File: config.mk
export PLATFORM = sky130hd
export DESIGN_NAME = snake_tracker
export DESIGN_NICKNAME = d
export VERILOG_FILES = /design/src/rtl/snake_tracker.sv
export SDC_FILE = /design/constraint.sdc
export NUM_CORES = 1
export LEC_CHECK = 0
export BUFFER_PORTS_ARGS = -buffer_cell sky130_fd_sc_hd__buf_4
export CORE_MARGIN = 1
export CORE_UTILIZATION = 39
export CTS_CLUSTER_DIAMETER = 30
export DETAILED_ROUTE_END_ITERATION = 8
export SKIP_CTS_REPAIR_TIMING = 1
export SLEW_MARGIN = 0
export SYNTH_ARGS = -nofsm -noshare
export SYNTH_HDL_FRONTEND = slang
export SYNTH_SLANG_ARGS = --single-unit
File: constraint.sdc
create_clock -name clk -period 8.1 [get_ports clk]
set_clock_uncertainty 0.2 [all_clocks]
set_input_delay 1.215 -clock clk [delete_from_list [all_inputs] [get_ports clk]]
set_output_delay 1.215 -clock clk [all_outputs]
set_load 0.03 [all_outputs]
File: src/rtl/snake_tracker.sv
// snake_tracker: segment store, step/collision FSM and pixel query for the snake game.
// Define SNAKE_WRAP_EN to make the border wrap instead of killing the snake.
module snake_tracker #(
  parameter int COORD_W = 4,
  parameter int MAX_LEN = 16,
  localparam int LEN_W = $clog2(MAX_LEN + 1)
) (
  input  logic               clk,
  input  logic               nRst,
  input  logic               start,
  input  logic               move,
  input  logic [1:0]         dir,
  input  logic               grow,
  input  logic [COORD_W-1:0] x,
  input  logic [COORD_W-1:0] y,
  output logic               isBorder,
  output logic               isHead,
  output logic               isBody,
  output logic [COORD_W-1:0] head_x,
  output logic [COORD_W-1:0] head_y,
  output logic [LEN_W-1:0]   length,
  output logic               game_over,
  output logic               running
);

  localparam logic [1:0] IDLE = 2'd0;
  localparam logic [1:0] RUN  = 2'd1;
  localparam logic [1:0] DEAD = 2'd2;

  localparam logic [1:0] UP    = 2'b00;
  localparam logic [1:0] DOWN  = 2'b01;
  localparam logic [1:0] LEFT  = 2'b10;
  localparam logic [1:0] RIGHT = 2'b11;

  localparam logic [COORD_W-1:0] GRID_MAX = '1;
  localparam logic [COORD_W-1:0] ONE = COORD_W'(1);
  localparam logic [COORD_W-1:0] MID = ONE << (COORD_W - 1);
  localparam logic [LEN_W-1:0] LEN_ONE = LEN_W'(1);
  localparam logic [LEN_W-1:0] LEN_MAX = LEN_W'(MAX_LEN);

  logic [1:0]         state;
  logic [1:0]         last_dir;
  logic [LEN_W-1:0]   len_q;
  logic [COORD_W-1:0] seg_x [MAX_LEN];
  logic [COORD_W-1:0] seg_y [MAX_LEN];

  logic [1:0]         eff_dir;
  logic [COORD_W-1:0] nx, ny;
  logic [COORD_W-1:0] wx, wy;
  logic               grow_eff;
  logic               hit_border;
  logic               hit_self;
  logic               collide;

  function automatic logic on_border(
    input logic [COORD_W-1:0] a,
    input logic [COORD_W-1:0] b
  );
    return (a == '0) || (a == GRID_MAX) ||
           (b == '0) || (b == GRID_MAX);
  endfunction

  // A reversal would fold the head onto seg[1]; keep going instead.
  always_comb begin
    eff_dir = dir;
    if (dir == {last_dir[1], ~last_dir[0]} && len_q > LEN_ONE)
      eff_dir = last_dir;
  end

  always_comb begin
    nx = seg_x[0];
    ny = seg_y[0];
    unique case (eff_dir)
      UP:    ny = seg_y[0] - ONE;
      DOWN:  ny = seg_y[0] + ONE;
      LEFT:  nx = seg_x[0] - ONE;
      RIGHT: nx = seg_x[0] + ONE;
      default: ;
    endcase
  end

`ifdef SNAKE_WRAP_EN
  always_comb begin
    wx = nx;
    wy = ny;
    if (nx == '0) wx = GRID_MAX - ONE;
    else if (nx == GRID_MAX) wx = ONE;
    if (ny == '0) wy = GRID_MAX - ONE;
    else if (ny == GRID_MAX) wy = ONE;
    hit_border = 1'b0;
  end
`else
  always_comb begin
    wx = nx;
    wy = ny;
    hit_border = on_border(nx, ny);
  end
`endif

  assign grow_eff = grow && (len_q < LEN_MAX);

  // Tail cell is free unless the snake grows this step.
  always_comb begin
    hit_self = 1'b0;
    for (int i = 1; i < MAX_LEN; i++) begin
      if (LEN_W'(i) < len_q &&
          (grow_eff || LEN_W'(i) != len_q - LEN_ONE) &&
          seg_x[i] == wx && seg_y[i] == wy)
        hit_self = 1'b1;
    end
  end

  assign collide = hit_border || hit_self;

  always_comb begin
    isBody = 1'b0;
    for (int i = 1; i < MAX_LEN; i++) begin
      if (LEN_W'(i) < len_q &&
          seg_x[i] == x && seg_y[i] == y)
        isBody = 1'b1;
    end
  end

  assign isHead   = (x == seg_x[0]) && (y == seg_y[0]);
  assign isBorder = on_border(x, y);

  always_ff @(posedge clk or negedge nRst) begin
    if (!nRst) begin
      state    <= IDLE;
      last_dir <= RIGHT;
      len_q    <= LEN_ONE;
      for (int i = 0; i < MAX_LEN; i++) begin
        seg_x[i] <= '0;
        seg_y[i] <= '0;
      end
      seg_x[0] <= MID;
      seg_y[0] <= MID;
    end else begin
      case (state)
        IDLE: begin
          if (start) state <= RUN;
        end
        RUN: begin
          if (move) begin
            if (collide) begin
              state <= DEAD;
            end else begin
              for (int i = MAX_LEN - 1; i > 0; i--) begin
                seg_x[i] <= seg_x[i-1];
                seg_y[i] <= seg_y[i-1];
              end
              seg_x[0] <= wx;
              seg_y[0] <= wy;
              last_dir <= eff_dir;
              if (grow_eff) len_q <= len_q + LEN_ONE;
            end
          end
        end
        DEAD: begin
          if (start) begin
            state    <= IDLE;
            last_dir <= RIGHT;
            len_q    <= LEN_ONE;
            for (int i = 0; i < MAX_LEN; i++) begin
              seg_x[i] <= '0;
              seg_y[i] <= '0;
            end
            seg_x[0] <= MID;
            seg_y[0] <= MID;
          end
        end
        default: state <= IDLE;
      endcase
    end
  end

  assign head_x    = seg_x[0];
  assign head_y    = seg_y[0];
  assign length    = len_q;
  assign game_over = (state == DEAD);
  assign running   = (state == RUN);

endmodule

Word level (Yosys, flattened, before mapping)
Cells that the tools add are included.

storage, ports and cells
  latch bits = 0
  word-level logic and storage cells = 316
  register bits = 137
  output and inout bits = 18
  bits in writable memories = 0
  memories kept = 0
  bits in read-only memories = 0

operators by class
  reductions and logical operators = 110
  div/mod/pow operators = 0
  bitwise gates (word level) = 1
  $mul = 0
  add/subtract/negate cells = 6
  equality and inequality tests = 93
  multiplexer cells = 54
  $lt $le $gt $ge = 17
  shift-type cells = 0

operator list
  operator                                           count
  2-to-1 mux 64 bit                                  5
  one-hot mux 64 bit (2 select lines)                2
  == test 4 bit                                      62
  logical AND 1 bit                                  78
  < comparator 4 x 5 -> 1 bit, first input constant  8
  != test 4 x 5 -> 1 bit, first input constant       8
  2-to-1 mux 1 bit                                   30
  logical OR 1 bit                                   22
  < comparator 3 x 5 -> 1 bit, first input constant  4
  2-to-1 mux 5 bit                                   4
  != test 3 x 5 -> 1 bit, first input constant       4
  == test 4 bit, second input constant               4
  logical NOT 4 bit                                  4
  2-to-1 mux 2 bit                                   8
  one-hot mux 4 bit (2 select lines)                 2
  < comparator 2 x 5 -> 1 bit, first input constant  2
  != test 2 x 5 -> 1 bit, first input constant       2
  one-hot mux 5 bit (2 select lines)                 1
  adder 4 x 1 -> 4 bit, second input constant        2
  != test 2 bit, second input constant               4
  AND reduction 4 bit                                2
  subtractor 4 x 1 -> 4 bit, second input constant   2
  == test 2 bit, second input constant               3
  one-hot mux 2 bit (3 select lines)                 1
  14 further kinds                                   17

Logic depth before layout (Yosys ltp)
  depth in word-level cells = 28
  mapped depth = 25
  mapped depth without buffers = 19

Least setup slack after synthesis
Ideal clock, no wire load.

  path kind = input port to flip-flop
  from = input dir[1]
  to = register seg_x[11] (netlist name)
  stages = 25
  path slack = 1.584 ns
  buffers on the path = 9
  arrival = 6.191 ns
  required time = 7.775 ns
  cell sequence = buf_2 -> buf_2 -> buf_1 -> buf_1 -> xor2_1 -> nor2_1 -> mux2i_1 -> nand2b_1 -> inv_1 -> fa_1 -> clkbuf_1 -> and2_1 -> or2_2 -> clkbuf_1 -> buf_2 -> xnor2_1 -> nor4_1 -> o2111ai_1 -> nor3b_1 -> o32a_1 -> a2111o_1 -> or2_1 -> buf_6 -> buf_6 -> mux2_4

between the ends
  longest elaborated chain between the ends = 26
  elaborated cells on any way between the ends = 94
  those cells by class = eq/ne: 37; mux: 18; reduce/logical: 39

ends and longest elaborated chain
  element                             line  text
  start: declaration                  12    input logic [1:0] dir,
  == test 2 bit                       66    if (dir == {last_dir[1], ~last_dir[0]} && len_q > LEN_ONE)
  logical AND 1 bit                   66
  2-to-1 mux 2 bit (*)                66
  == test 2 bit                       73    unique case (eff_dir)
  one-hot mux 4 bit (2 select lines)  73
  == test 4 bit                       108   seg_x[i] == wx && seg_y[i] == wy)
  logical AND 1 bit                   107   (grow_eff || LEN_W'(i) != len_q - LEN_ONE) &&
  logical AND 1 bit                   108
  2-to-1 mux 1 bit (15 in series)     106   if (LEN_W'(i) < len_q &&
  logical OR 1 bit (*)                113   assign collide = hit_border || hit_self;
  != test 2 bit (no line) (*)         -
  AND reduction 4 bit (no line) (*)   -
  end signal: indexed assignment      149   seg_x[i] <= seg_x[i-1];
  end: declaration                    44    logic [COORD_W-1:0] seg_x [MAX_LEN];

Every way passes the cells marked *; elsewhere a longest branch is shown, timed or not.
A chain may end at the register's enable or synchronous reset.

Worst setup path in the final report
  from = register len_q[0] (netlist: length[0])
  to = register seg_y[21] (netlist name)

between the ends
  longest elaborated chain between the ends = 26
  elaborated cells on any way between the ends = 157
  those cells by class = add/sub: 1; order compare: 17; eq/ne: 51; mux: 18; reduce/logical: 70

ends and longest elaborated chain
  element                                 line  text
  start: declaration                      43    logic [LEN_W-1:0] len_q;
  start signal: assignment                155   if (grow_eff) len_q <= len_q + LEN_ONE;
  greater-than comparator 5 x 1 -> 1 bit  66
  logical AND 1 bit                       66
  2-to-1 mux 2 bit                        66
  == test 2 bit                           73
  one-hot mux 4 bit (2 select lines)      73
  == test 4 bit                           108
  logical AND 1 bit                       107
  logical AND 1 bit                       108
  2-to-1 mux 1 bit (15 in series)         106
  logical OR 1 bit (*)                    113
  != test 2 bit (no line) (*)             -
  AND reduction 4 bit (no line) (*)       -
  end signal: indexed assignment          150   seg_y[i] <= seg_y[i-1];
  end: declaration                        45    logic [COORD_W-1:0] seg_y [MAX_LEN];

Marks and branches as above.

==> flow_metrics.env <==
export IMPL_status="complete, no violations"
export IMPL_antenna_found_initial=0
export IMPL_worst_pin_slew_ps=950.1
export IMPL_cts_root_buffer="clkbuf_16"
export IMPL_layout_common_cells="178 x xnor2_1, 132 x dfrtp_1, 87 x nor2_1, 80 x inv_1, 80 x nand2_1"
export IMPL_htree_levels=4
export IMPL_p_per_area_mw_per_mm2=456.1
export IMPL_vias_per_cell=5.757
export IMPL_crit_path_end_kind="flip-flop"
export IMPL_whs_path_depth=1
export IMPL_clk_pin_slew_ps=70
export IMPL_grt_pass1_wl_um=55790
export IMPL_period_share=0.8543
export IMPL_cpMaxStageDelayCell="dfstp_2"
export IMPL_start_util=0.4014
export IMPL_dieHeight_um=169.5
export IMPL_synth_warnings=0
export IMPL_period_minus_slack_ps=6920
export IMPL_area_growth_pct=8.899
export IMPL_clock_sinks=137
export IMPL_crit_chain="ha_1 > o21ba_2 > nor2_1 > nor2_1 > mux2i_1 > or2_2 > inv_1 > fa_1 > nor2b_1 > or2_2 > xnor2_1 > or4_1 > nor4b_1 > a221oi_1 > a21o_1 > or4b_1 > or2_4 > buf_12 > mux2_2"
export IMPL_crit_fanout=65
export IMPL_syn_cell_area_mm2=0.01094
export IMPL_place_area_mm2=0.01131
export IMPL_final_max_slew_viol_count=0
export IMPL_relSlewSlack=0.3666
export IMPL_pre_cts_ws_ps=1197
export IMPL_path_class="flip-flop to flip-flop"
export IMPL_vias=8894
export IMPL_ios=33
export IMPL_first_pass_iters=5
export IMPL_synth_seq_cells=137
export IMPL_rsz0062_at_grt="false"
export IMPL_hold_viol=0
export IMPL_grtUsageMet2=0.4062
export IMPL_drt_wirelength_per_cell_um=23.78
export IMPL_drv_cap=0
export IMPL_hold_path_class="flip-flop to flip-flop"
export IMPL_syn_mean_instance_area_um2=9.223
export IMPL_required_ps=8230
export IMPL_die_w_um=169.5
export IMPL_final_common_cell="xnor2_1"
export IMPL_num_antenna_cells=0
export IMPL_clock_latency_ps=450
export IMPL_grt_ovfl_total=0
export IMPL_startpoint_type="flip-flop"
export IMPL_design_area_mm2=0.01191
export IMPL_crit_family="simple AND/OR/NAND/NOR gates"
export IMPL_reg2reg_depth=19
export IMPL_tritoncts="yes"
export IMPL_route_detailed_drc=0
export IMPL_core_area_mm2=0.02725
export IMPL_setup_slack_ps=1180
export IMPL_cts_made_buffers=17
export IMPL_portBuffers=32
export IMPL_async_reset_ff_frac=1.000
export IMPL_grtUsageTotal=0.2644
export IMPL_clock_fmax_ghz=0.1445
export IMPL_grtUsageMet3=0.06040
export IMPL_dpl_cell_count=1513
export IMPL_finish_utilization=0.4371
export IMPL_fin_nets=1187
export IMPL_grt_busiest_layer="met2"
export IMPL_tns_ps=0
export IMPL_hold_end="state[0]"
export IMPL_synth_edf_count=0
export IMPL_fin_cells=1545
export IMPL_min_from="state[1]"
export IMPL_seq_area_frac_synth=0.3140
export IMPL_dieArea_mm2=0.02872
export IMPL_setup_viol=0
export IMPL_postSynthCellCount=1186
export IMPL_hpwl_um=26120
export IMPL_use_met1=0.3597
export IMPL_syn_nets=1213
export IMPL_leakagePower_nw=5.285
export IMPL_r2r_start="length[0]"
export IMPL_drt_iter0_drc=1024
export IMPL_cp_num_buf_inv=2
export IMPL_ys_types=85
export IMPL_core_rowCount=60
export IMPL_place_gp_congestion=0.9524
export IMPL_final_layout_size_suffix_gt1_frac=0.1500
export IMPL_cp_arrival_ps=7050
export IMPL_grt_max_degree=76
export IMPL_wirelength_um=36740
export IMPL_clockBufferDepth=2
export IMPL_grt_pass1_vias=8707
export IMPL_reg2reg_slack_ps=1180
export IMPL_cpPeakStageDelay_ps=730
export IMPL_peakVddDrop_mv=0.2136
export IMPL_ant_nets=0
export IMPL_synth_ff_type="dfrtp_1"
export IMPL_r2r_end="seg_y[21]"
-- synthesized netlist by cell type (5+ instances only) --
master     instances  area [µm²]
dfstp_2            5       131.4
a221oi_1           5       43.79
nand3_1           17       85.08
o21ai_0           25       125.1
xnor2_1          178        1559
nor3_1            43       215.2
nand2_1           81       304.0
xor2_1            69       604.3
nor2_1            87       326.6
buf_4             14       105.1
inv_1             80       300.3
a31oi_1           12       75.07
o221ai_1           7       61.31
nand4_1           33       206.5
or3_1              5       31.28
o2111ai_1          5       43.79
a21oi_1           17       85.08
o22ai_1            5       31.28
nor2b_1            6       37.54
nand2b_1           7       43.79
buf_6              8       90.09
clkbuf_1          33       123.9
o211ai_1          13       97.59
buf_1             13       48.80
mux2_2            10       112.6
or4_1              7       52.55
mux2_4            44       660.6
dfrtp_1          132        3303
nor4_1            17       106.4
ha_1              10       125.1
mux2i_1           66       660.6
and2_1             6       37.54
buf_2             24       120.1
a211oi_2           5       62.56
or2_2              8       50.05
-- cell families (layout without fill, tap and decap cells) --
family / count (synthesis) / after routing / synth area share
adders and majority gates: 12 / 12 / 0.01510
AOI/OAI and AO/OA: 143 / 143 / 0.09677
DFF: 137 / 137 / 0.3140
buffers and inverters: 173 / 160 / 0.07241
and+or+nand+nor: 346 / 346 / 0.1589
xor gates and xnor gates: 254 / 254 / 0.2105
muxes: 121 / 121 / 0.1323
-- layout make-up --
class	count	area (µm²)
fill	2656	15340
multi-input combinational	876	6721
sequential	137	3435
tap	372	465.4
clock buffer	17	425.4
timing repair buffer	47	381.6
inverter	81	304.0
clock inverter	15	178.9
-- sequential cells by signal, indices dropped and copies added (netlist names) --
name      count
state         2
head_x        4
seg_y        60
head_y        4
length        5
last_dir      2
seg_x        60
-- metal layers --
| layer | vias to the layer above | routed length (µm) |
|---|---|---|
| li1 | 4008 | - |
| met1 | 4438 | 16490 |
| met2 | 376 | 16290 |
| met3 | 72 | 2896 |
| met4 | 0 | 1070 |
| met5 | - | 0 |
-- worst max-delay path by stage --
| stage | startpoint | to | depth (start not counted) |
|---|---|---|---|
| floorplan | dir[1] | seg_x[11] | 25 |
| global placement | dir[1] | seg_y[21] | 18 |
| detailed placement | dir[1] | seg_y[21] | 18 |
| CTS | length[0] | seg_y[21] | 19 |
| global route | length[0] | seg_y[21] | 19 |
| finish | length[0] | seg_y[21] | 19 |
-- worst reg2reg max path: stages, from the launching register on --
cell      delay (ps)
dfstp_2          730
ha_1             330
o21ba_2          220
nor2_1           400
nor2_1           150
mux2i_1          150
or2_2            310
inv_1             80
fa_1             550
nor2b_1          220
or2_2            480
xnor2_1          190
or4_1            530
nor4b_1          530
a221oi_1         180
a21o_1           210
or4b_1           180
or2_4            290
buf_12           410
mux2_2           490
-- stage by stage --
step           total power, mW  hold slack [ps]
5_1_grt                  5.729            306.0
6_report                 5.433            285.3
3_3_place_gp             4.497            266.4
3_5_place_dp             4.520            277.6
4_1_cts                  5.378            285.6
2_1_floorplan            3.663            252.6
-- report_power, final --
| part | switching, mW | leakage [nW] | internal [mW] |
|---|---|---|---|
| clock | 0.368 | 0.303 | 0.469 |
| sequential | 0.620 | 1.87 | 0.979 |
| combinational | 1.67 | 3.11 | 1.33 |
| total | 2.66 | 5.29 | 2.78 |
(Power assumes the default switching activity.)
